===== src/rtl/stringreco_pkg.sv =====
// Shared types and constants for the string-recognizer sequencer.
package stringreco_pkg;

  typedef enum logic [2:0] {
    IDLE  = 3'd0,
    LOAD  = 3'd1,
    RUN   = 3'd2,
    PAUSE = 3'd3,
    DONE  = 3'd4
  } state_e;

  localparam int unsigned WORD_W      = 16;
  localparam int unsigned CNT_W       = 14;
  localparam int unsigned DEB_SAMPLES = 3;
  localparam int unsigned IDX_W       = $clog2(WORD_W);

endpackage


===== src/rtl/stringreco_seq_ctrl_btn_conditioner.sv =====
// Raw button -> 2-FF synchronizer -> strobe-sampled debounce -> one-cycle press pulse.
module btn_conditioner
  import stringreco_pkg::*;
(
  input  logic clk,
  input  logic rst_n,
  input  logic btn_i,
  input  logic sample_i,
  output logic press_o
);

  localparam int unsigned DEB_W = $clog2(DEB_SAMPLES + 1);

  logic             sync1_q, sync2_q;
  logic             level_q, level_d;
  logic             press_q, press_d;
  logic [DEB_W-1:0] deb_q, deb_d;

  // Level flips only after DEB_SAMPLES consecutive disagreeing samples.
  always_comb begin
    level_d = level_q;
    deb_d   = deb_q;
    if (sample_i) begin
      if (sync2_q == level_q) begin
        deb_d = '0;
      end else if (deb_q == DEB_W'(DEB_SAMPLES - 1)) begin
        level_d = sync2_q;
        deb_d   = '0;
      end else begin
        deb_d = deb_q + DEB_W'(1);
      end
    end
    press_d = level_d & ~level_q;
  end

  always_ff @(posedge clk or negedge rst_n) begin
    if (!rst_n) begin
      sync1_q <= 1'b0;
      sync2_q <= 1'b0;
      level_q <= 1'b0;
      deb_q   <= '0;
      press_q <= 1'b0;
    end else begin
      sync1_q <= btn_i;
      sync2_q <= sync1_q;
      level_q <= level_d;
      deb_q   <= deb_d;
      press_q <= press_d;
    end
  end

  assign press_o = press_q;

endmodule


===== src/rtl/stringreco_seq_ctrl.sv =====
// Single-clock sequencer: button conditioning, tick-paced MSB-first bit streaming
// into the recognizer, and saturating match counting.
module stringreco_seq_ctrl
  import stringreco_pkg::*;
#(
  parameter int unsigned TICK_DIV   = 10_000_000,
  parameter int unsigned SAMPLE_DIV = 100_000,
  parameter int unsigned COUNT_MAX  = 9999
) (
  input  logic              clk,
  input  logic              rst_n,
  input  logic              btn_clr,
  input  logic              btn_run,
  input  logic [WORD_W-1:0] sw,
  input  logic              match,
  output logic              bit_out,
  output logic              bit_valid,
  output logic              reco_clr,
  output logic [IDX_W-1:0]  bit_idx,
  output logic [CNT_W-1:0]  match_count,
  output logic [2:0]        state
);

  localparam int unsigned TICK_W = $clog2(TICK_DIV);
  localparam int unsigned SAMP_W = $clog2(SAMPLE_DIV);

  logic [SAMP_W-1:0] samp_q, samp_d;
  logic              sample_stb;
  logic              clr_press, run_press;

  state_e            state_q, state_d;
  logic [WORD_W-1:0] shreg_q, shreg_d;
  logic [IDX_W-1:0]  idx_q, idx_d;
  logic [TICK_W-1:0] tick_q, tick_d;
  logic              tick_hit;
  logic              bit_out_q, bit_out_d;
  logic              valid_q, valid_d;
  logic              clr_q, clr_d;
  logic              pend_q, pend_d;
  logic [CNT_W-1:0]  cnt_q, cnt_d;

  // Free-running debounce sample strobe shared by both buttons.
  assign sample_stb = (samp_q == SAMP_W'(SAMPLE_DIV - 1));
  assign samp_d     = sample_stb ? '0 : samp_q + SAMP_W'(1);

  btn_conditioner u_clr (
    .clk      (clk),
    .rst_n    (rst_n),
    .btn_i    (btn_clr),
    .sample_i (sample_stb),
    .press_o  (clr_press)
  );

  btn_conditioner u_run (
    .clk      (clk),
    .rst_n    (rst_n),
    .btn_i    (btn_run),
    .sample_i (sample_stb),
    .press_o  (run_press)
  );

  assign tick_hit = (tick_q == TICK_W'(TICK_DIV - 1));

  always_comb begin
    state_d   = state_q;
    shreg_d   = shreg_q;
    idx_d     = idx_q;
    tick_d    = tick_q;
    bit_out_d = bit_out_q;
    valid_d   = 1'b0;
    clr_d     = 1'b0;
    pend_d    = valid_q;
    cnt_d     = cnt_q;

    // Match is only meaningful the cycle after a strobe.
    if (pend_q && match && (cnt_q != CNT_W'(COUNT_MAX))) begin
      cnt_d = cnt_q + CNT_W'(1);
    end

    if (clr_press) begin
      state_d = IDLE;
      shreg_d = '0;
      idx_d   = '0;
      tick_d  = '0;
      cnt_d   = '0;
      pend_d  = 1'b0;
      clr_d   = 1'b1;
    end else begin
      case (state_q)
        IDLE:  if (run_press) state_d = LOAD;
        LOAD: begin
          shreg_d = sw;
          idx_d   = '0;
          tick_d  = '0;
          state_d = RUN;
        end
        RUN: begin
          // Strobe of the last bit is visible now; its match sample falls in DONE.
          if (valid_q && (idx_q == '0)) begin
            state_d = DONE;
          end else begin
            if (tick_hit) begin
              tick_d    = '0;
              bit_out_d = shreg_q[WORD_W-1];
              valid_d   = 1'b1;
              shreg_d   = {shreg_q[WORD_W-2:0], 1'b0};
              idx_d     = idx_q + IDX_W'(1);
            end else begin
              tick_d = tick_q + TICK_W'(1);
            end
            if (run_press && !(tick_hit && (idx_q == IDX_W'(WORD_W - 1)))) begin
              state_d = PAUSE;
            end
          end
        end
        PAUSE: if (run_press) state_d = RUN;
        DONE:  if (run_press) state_d = LOAD;
        default: state_d = IDLE;
      endcase
    end
  end

  always_ff @(posedge clk or negedge rst_n) begin
    if (!rst_n) begin
      samp_q    <= '0;
      state_q   <= IDLE;
      shreg_q   <= '0;
      idx_q     <= '0;
      tick_q    <= '0;
      bit_out_q <= 1'b0;
      valid_q   <= 1'b0;
      clr_q     <= 1'b0;
      pend_q    <= 1'b0;
      cnt_q     <= '0;
    end else begin
      samp_q    <= samp_d;
      state_q   <= state_d;
      shreg_q   <= shreg_d;
      idx_q     <= idx_d;
      tick_q    <= tick_d;
      bit_out_q <= bit_out_d;
      valid_q   <= valid_d;
      clr_q     <= clr_d;
      pend_q    <= pend_d;
      cnt_q     <= cnt_d;
    end
  end

  assign bit_out     = bit_out_q;
  assign bit_valid   = valid_q;
  assign reco_clr    = clr_q;
  assign bit_idx     = idx_q;
  assign match_count = cnt_q;
  assign state       = state_q;

endmodule

===== config.mk =====
export PLATFORM = sky130hd
export DESIGN_NAME = stringreco_seq_ctrl
export DESIGN_NICKNAME = d
export VERILOG_FILES = /design/src/rtl/stringreco_pkg.sv /design/src/rtl/stringreco_seq_ctrl_btn_conditioner.sv /design/src/rtl/stringreco_seq_ctrl.sv
export SDC_FILE = /design/constraint.sdc
export NUM_CORES = 1
export LEC_CHECK = 0
export ABC_AREA = 1
export BUFFER_PORTS_ARGS = -buffer_cell sky130_fd_sc_hd__buf_2
export CAP_MARGIN = 40
export CORE_UTILIZATION = 60
export DETAILED_ROUTE_END_ITERATION = 7
export HOLD_SLACK_MARGIN = 0.12
export PLACE_DENSITY_LB_ADDON = 0.25
export REMOVE_ABC_BUFFERS = 1
export SKIP_CTS_REPAIR_TIMING = 1
export SYNTH_ARGS = -nofsm -noshare
export SYNTH_HDL_FRONTEND = slang
export SYNTH_SLANG_ARGS = --single-unit

===== constraint.sdc =====
create_clock -name clk -period 1.85 [get_ports clk]
set_input_delay 0.185 -clock clk [delete_from_list [all_inputs] [get_ports clk]]
set_output_delay 0.185 -clock clk [all_outputs]
set_load 0.05 [all_outputs]

Word level (Yosys, flattened, before mapping)
Cells that the tools add are included.
{"block": "op_classes", "add_sub_neg": 6, "n_eq_ne": 17, "mux": 37, "bitwise_logic": 6, "n_reduce_logical": 15}
{"op": "two-way mux 24 bit", "count": 3}
{"op": "two-way mux 16 bit", "count": 3}
{"op": "case mux 24 bit (2 select lines)", "count": 1}
{"op": "case mux 16 bit (2 select lines)", "count": 1}
{"op": "two-way mux 14 bit", "count": 2}
{"op": "adder 24 x 1 -> 24 bit, second input constant", "count": 1}
{"op": "== test 24 bit, second input constant", "count": 1}
{"op": "adder 17 x 1 -> 17 bit, second input constant", "count": 1}
{"op": "== test 17 bit, second input constant", "count": 1}
{"op": "two-way mux 17 bit", "count": 1}
{"op": "two-way mux 3 bit", "count": 5}
{"op": "adder 14 x 1 -> 14 bit, second input constant", "count": 1}
{"op": "inequality test 14 bit, second input constant", "count": 1}
{"op": "two-way mux 1 bit", "count": 12}
{"op": "two-way mux 4 bit", "count": 3}
{"op": "case mux 3 bit (4 select lines)", "count": 1}
{"op": "two-way mux 2 bit", "count": 4}
{"op": "case mux 4 bit (2 select lines)", "count": 1}
{"op": "== test 3 x 2 -> 1 bit, second input constant", "count": 2}
{"op": "inequality test 3 x 1 -> 1 bit, second input constant", "count": 2}
{"op": "inequality test 3 x 2 -> 1 bit, second input constant", "count": 2}
{"op": "AND reduction 3 bit", "count": 2}
{"op": "logical AND 1 bit", "count": 5}
{"op": "adder 2 x 1 -> 2 bit, second input constant", "count": 2}
{"op": "other kinds (17)", "count": 23}
{"block": "totals", "register_bits": 94, "word_cells": 101}

Logic depth before layout (Yosys ltp)
{"block": "logic_depth", "depth_word": 8, "mapped_depth": 13, "depth_no_buf": 12}

Modules after synthesis
From an unflattened synthesis, not the netlist that was laid out.
{"block": "hier_totals", "cells_unflattened": 680, "area_unflattened_um2": 5175.0}
{"mod": "stringreco_seq_ctrl", "instances": 1, "cells_per_inst": 626, "area_each_um2": 4702.0, "seq_area_each_um2": 2052.0}
{"mod": "btn_conditioner", "instances": 2, "cells_per_inst": 27, "area_each_um2": 236.5, "seq_area_each_um2": 150.1}

Worst setup path before layout
No wires, ideal clock.
{"block": "synth_path", "path_kind": "flip-flop to flip-flop", "startpoint": "register cnt_q[0] (netlist: match_count[0])", "endpoint": "register cnt_q[13] (netlist: match_count[13])", "setup_ps": 83, "arrival_ps": 1925, "t_required_ps": 1767, "setup_slack_ps": -157, "stages_incl_launch_ff": 12, "path_buffers": 0, "synth_period_minus_slack_ps": 2007, "cell_sequence": "dfrtp_1 > ha_1 > nand2_1 > nor2_2 > inv_1 > nor2_1 > nand2_1 > nand2_1 > nand2_2 > inv_1 > nand2_1 > o21ai_0"}
{"block": "synth_between", "elab_chain_len": 3, "word_cells_on_any_way": 6, "cone_classes": "1 x add/sub; 1 x eq/ne; 2 x mux; 2 x reduce/logical"}
{"element": "start, declared", "line": "stringreco_seq_ctrl.sv:40", "rtl": "logic [CNT_W-1:0] cnt_q, cnt_d;"}
{"element": "start signal, assigned", "line": "stringreco_seq_ctrl.sv:145", "rtl": "cnt_q <= cnt_d;"}
{"element": "adder 14 x 1 -> 14 bit or inequality test 14 bit (tied branches)", "line": "stringreco_seq_ctrl.sv:77, stringreco_seq_ctrl.sv:76"}
{"element": "two-way mux 14 bit or logical AND 1 bit (tied branches)", "line": "stringreco_seq_ctrl.sv:76", "rtl": "if (pend_q && match && (cnt_q != CNT_W'(COUNT_MAX))) begin"}
{"element": "two-way mux 14 bit or nonzero test 2 bit (tied branches)"}
Several ways; a longest one is shown, not always the timed one. The select of a mux whose other input is x is not followed.
A chain may end at the register's enable or synchronous reset.

Worst setup path after layout
{"block": "layout_path", "startpoint": "register idx_q[1] (netlist: bit_idx[1])", "endpoint": "register state_q[2] (netlist: state[2])"}
{"block": "layout_between", "elab_chain_len": 6, "word_cells_on_any_way": 11, "cone_classes": "2 x eq/ne; 3 x mux; 6 x reduce/logical"}
{"element": "start, declared", "line": "stringreco_seq_ctrl.sv:33", "rtl": "logic [IDX_W-1:0] idx_q, idx_d;"}
{"element": "start signal, assigned", "line": "stringreco_seq_ctrl.sv:139", "rtl": "idx_q <= idx_d;"}
{"element": "== test 4 bit", "line": "stringreco_seq_ctrl.sv:111", "rtl": "if (run_press && !(tick_hit && (idx_q == IDX_W'(WORD_W - 1)))) begin"}
{"element": "logical AND 1 bit", "line": "stringreco_seq_ctrl.sv:111"}
{"element": "zero test 1 bit", "line": "stringreco_seq_ctrl.sv:111"}
{"element": "logical AND 1 bit", "line": "stringreco_seq_ctrl.sv:111"}
{"element": "inequality test 4 x 3 -> 1 bit (no line)"}
{"element": "AND reduction 3 bit (no line)"}
{"element": "end signal, assigned", "line": "stringreco_seq_ctrl.sv:137", "rtl": "state_q <= state_d;"}
{"element": "end, declared", "line": "stringreco_seq_ctrl.sv:31", "rtl": "state_e state_q, state_d;"}
Several ways; a longest one is shown, not always the timed one.

==> flow_summary.yaml <==
routing:
  top_layer: "met4"
  wl_per_cell_um: 14.2
  wl_met3_um: 764
  viasPerCell: 5.57
  wl_met1_um: 5560
  drtPass1Iterations: 5
  drt-initial-drc-count: 368
  wl_um: 12800
  met2_wirelength_um: 6230
  drc: 0
  num_vias: 5033
  ant_nets: 0
sta:
  setup_violations: 0
  fin_crit_ns: 1.71
  fmax_mhz: 584
  worst_pin_slew_ns: 0.599
  finalClockSkew_ns: 0.0124
  final-hold-violation-count: 0
  fin_ws_ns: 0.137
  relSlewSlack_pct: 60.1
  timing.final.crit_share_pct: 92.6
  rsz0062_at_grt: "false"
  final_max_slew_viol_count: 0
cells_and_area:
  final_nets: 819
  n_antenna_cell: 0
  drive_gt1_share_pct: 16.8
  final_util_pct: 73.5
  area_growth_pct: 16.1
floorplanning:
  die_w_um: 96.1
  start_util_pct: 63.4
  rows: 33
  core-area_mm2: 0.00838
  dieHeight_um: 96.1
  dieArea_mm2: 0.00923
  io_pins: 45
synthesis:
  yosys.area.top_type_share_pct: 44.3
  async_flop_share_pct: 100
  yosysMostFrequentCell: "nand2_1"
  synth_area_leaders: "dfrtp_1 44%, nand2_1 13%, nor2_1 7.6%, inv_1 6.6%, nand3_1 4.3%"
  yosys-top-cells-count: "186 x nand2_1, 107 x nor2_1, 94 x dfrtp_1"
  syn_area_per_cell_um2: 7.40
  ys_ff_latch: 94
  yosysTopAreaCell: "dfrtp_1"
  synth_edf_count: 0
  synthDistinctLibCells: 36
  synth_area_mm2: 0.00531
  yosysSeqAreaShare_pct: 44.3
  synth_cells: 718
  yosys_warnings: 0
  synth_flop_cell: "dfrtp_1"
worst_setup_path:
  slowest_delay_ns: 0.45
  critPathKind: "reg -> reg"
  cp_slowest_cell: "dfrtp_2"
  critical_path_required_ns: 2.11
  cp-end-kind: "flip-flop"
  arrival_ns: 1.98
  cp_num_buf_inv: 2
  cp_cell_sequence: "inv_1 -> ha_1 -> inv_1 -> nor2_1 -> nand2_1 -> nand2_2 -> o21ai_0 -> o21ai_0 -> nand2_1 -> nand2_1 -> nand2_1"
  crit_family: "simple AND/OR/NAND/NOR gates"
  crit_fanout: 6
  cp_common_cell: "nand2_1"
  cp-start-kind: "flip-flop"
grt:
  grt_pass1_wl_um: 20800
  grt_max_degree: 59
  antenna_found_initial: 0
  grt.total_usage_pct: 29.3
  grt_pass1_vias: 4653
  globalRouteOverflowTotal: 0
cts:
  cts_buffer_depth: 2
  htreeDepth: 3
  cts_sinks: 94
  cts_made_buffers: 9
  clk-insertion-delay-late_ns: 0.37
  clk_pin_slew_ns: 0.10
  root_buffer: "clkbuf_8"
  cts_tree: "done"
pwr:
  power.density_mw_per_mm2: 587
  peakVddDrop_uv: 564
  power_leakage_nw: 3.15
place:
  gp_congestion: 0.962
  place_hpwl_um: 9240
  port_buffers: 44
  place_ws_ns: 0.0904
min_path:
  hold_class: "in -> reg"
job:
  maxCapViolCount: 0
status:
  status: "completed"
state kept, by name, summed over array words and instances (netlist names), 2 cells and up:
register	count
tick_q	24
u_clr.deb_q	2
match_count	14
bit_idx	4
state	3
shreg_q	16
u_run.deb_q	2
samp_q	17
final timing paths:
path	startpoint	to	slack, ns	cells after the start
max in group asynchronous	rst_n	tick_q[6]	0.92	3
min in group asynchronous	rst_n	tick_q[22]	0.35	2
worst min-delay path	sw[6]	shreg_q[6]	0.13	3
worst min register to register	u_clr.sync1_q	u_clr.sync2_q	0.37	0
worst max register to register	bit_idx[1]	state[2]	0.14	11
worst max-delay path	bit_idx[1]	state[2]	0.14	11
stage by stage:
stage | power [mW] | cells | cell area [µm²] | TNS, ns | hold slack (ns)
floorplan | 2.12 | 703 | 5220 | -19.17 | -0.111
global placement | 2.19 | 881 | 5830 | 0 | 0.220
detailed placement | 2.19 | 881 | 5830 | 0 | 0.223
CTS | 3.65 | 897 | 6050 | 0 | -0.168
global route | 3.75 | 903 | 6160 | 0 | 0.131
finish | 3.62 | 903 | 6160 | 0 | 0.133
cell type report:
type	count	area (µm²)
fill	666	2220
tap	105	131
timing repair buffer	79	568
multi-input combinational	514	2540
clock buffer	9	124
sequential	94	2350
clock inverter	7	93.8
inverter	95	357
power by group:
part	total, mW	internal [mW]	switching [mW]	leakage, nW
registers	2.06	2.06	0.00221	1.20
logic	0.0962	0.0407	0.0555	1.85
clock network	1.46	0.659	0.801	0.106
cell families (layout without fill, tap and decap cells):
logic type | Yosys count | count (layout) | synth area share (%)
adder cells (fa/ha/maj) | 5 | 5 | 1.18
XOR/XNOR | 13 | 13 | 2.14
AO/OA/AOI/OAI | 73 | 73 | 8.03
buffers and inverters | 110 | 190 | 8.43
flip-flops | 94 | 94 | 44.3
AND/OR/NAND/NOR | 423 | 423 | 35.9
routing by layer:
layer,vias to the layer above,GRT usage [%]
met5,-,0
met4,0,7.46
met1,2361,38.7
met2,184,49.8
met3,24,5.37
li1,2464,-
layout by cell type (no fill, tap or decap), types with 2 or more instances in the layout:
cell and count:
inv_2 3, clkinv_4 2, o21ai_2 5, nor4_1 2, o211ai_1 10, buf_4 25
or2_2 13, nor2_4 4, xor2_1 10, nand2_1 186, xnor2_1 3, inv_8 2
o21ai_0 32, nand2_2 6, buf_6 2, nand2_4 2, dfrtp_1 93, nor2_1 105
buf_2 43, a21oi_1 11, nor2_2 3, nand4_1 36, a22oi_1 5, clkbuf_8 9
nor3_1 11, inv_1 92, ha_1 5, buf_12 2, nand3_1 46, o21ai_1 7
nand3b_1 2, o21bai_1 2, nor3_2 2, dlygate4sd3_1 5
worst register-to-register path, stage by stage, from the launching register on:
cell     delay, ns
dfrtp_2       0.45
inv_1         0.07
ha_1          0.13
inv_1         0.04
nor2_1        0.11
nand2_1       0.08
nand2_2       0.13
o21ai_0       0.13
o21ai_0       0.26
nand2_1       0.10
nand2_1       0.07
nand2_1       0.05
(Power assumes the default switching activity.)
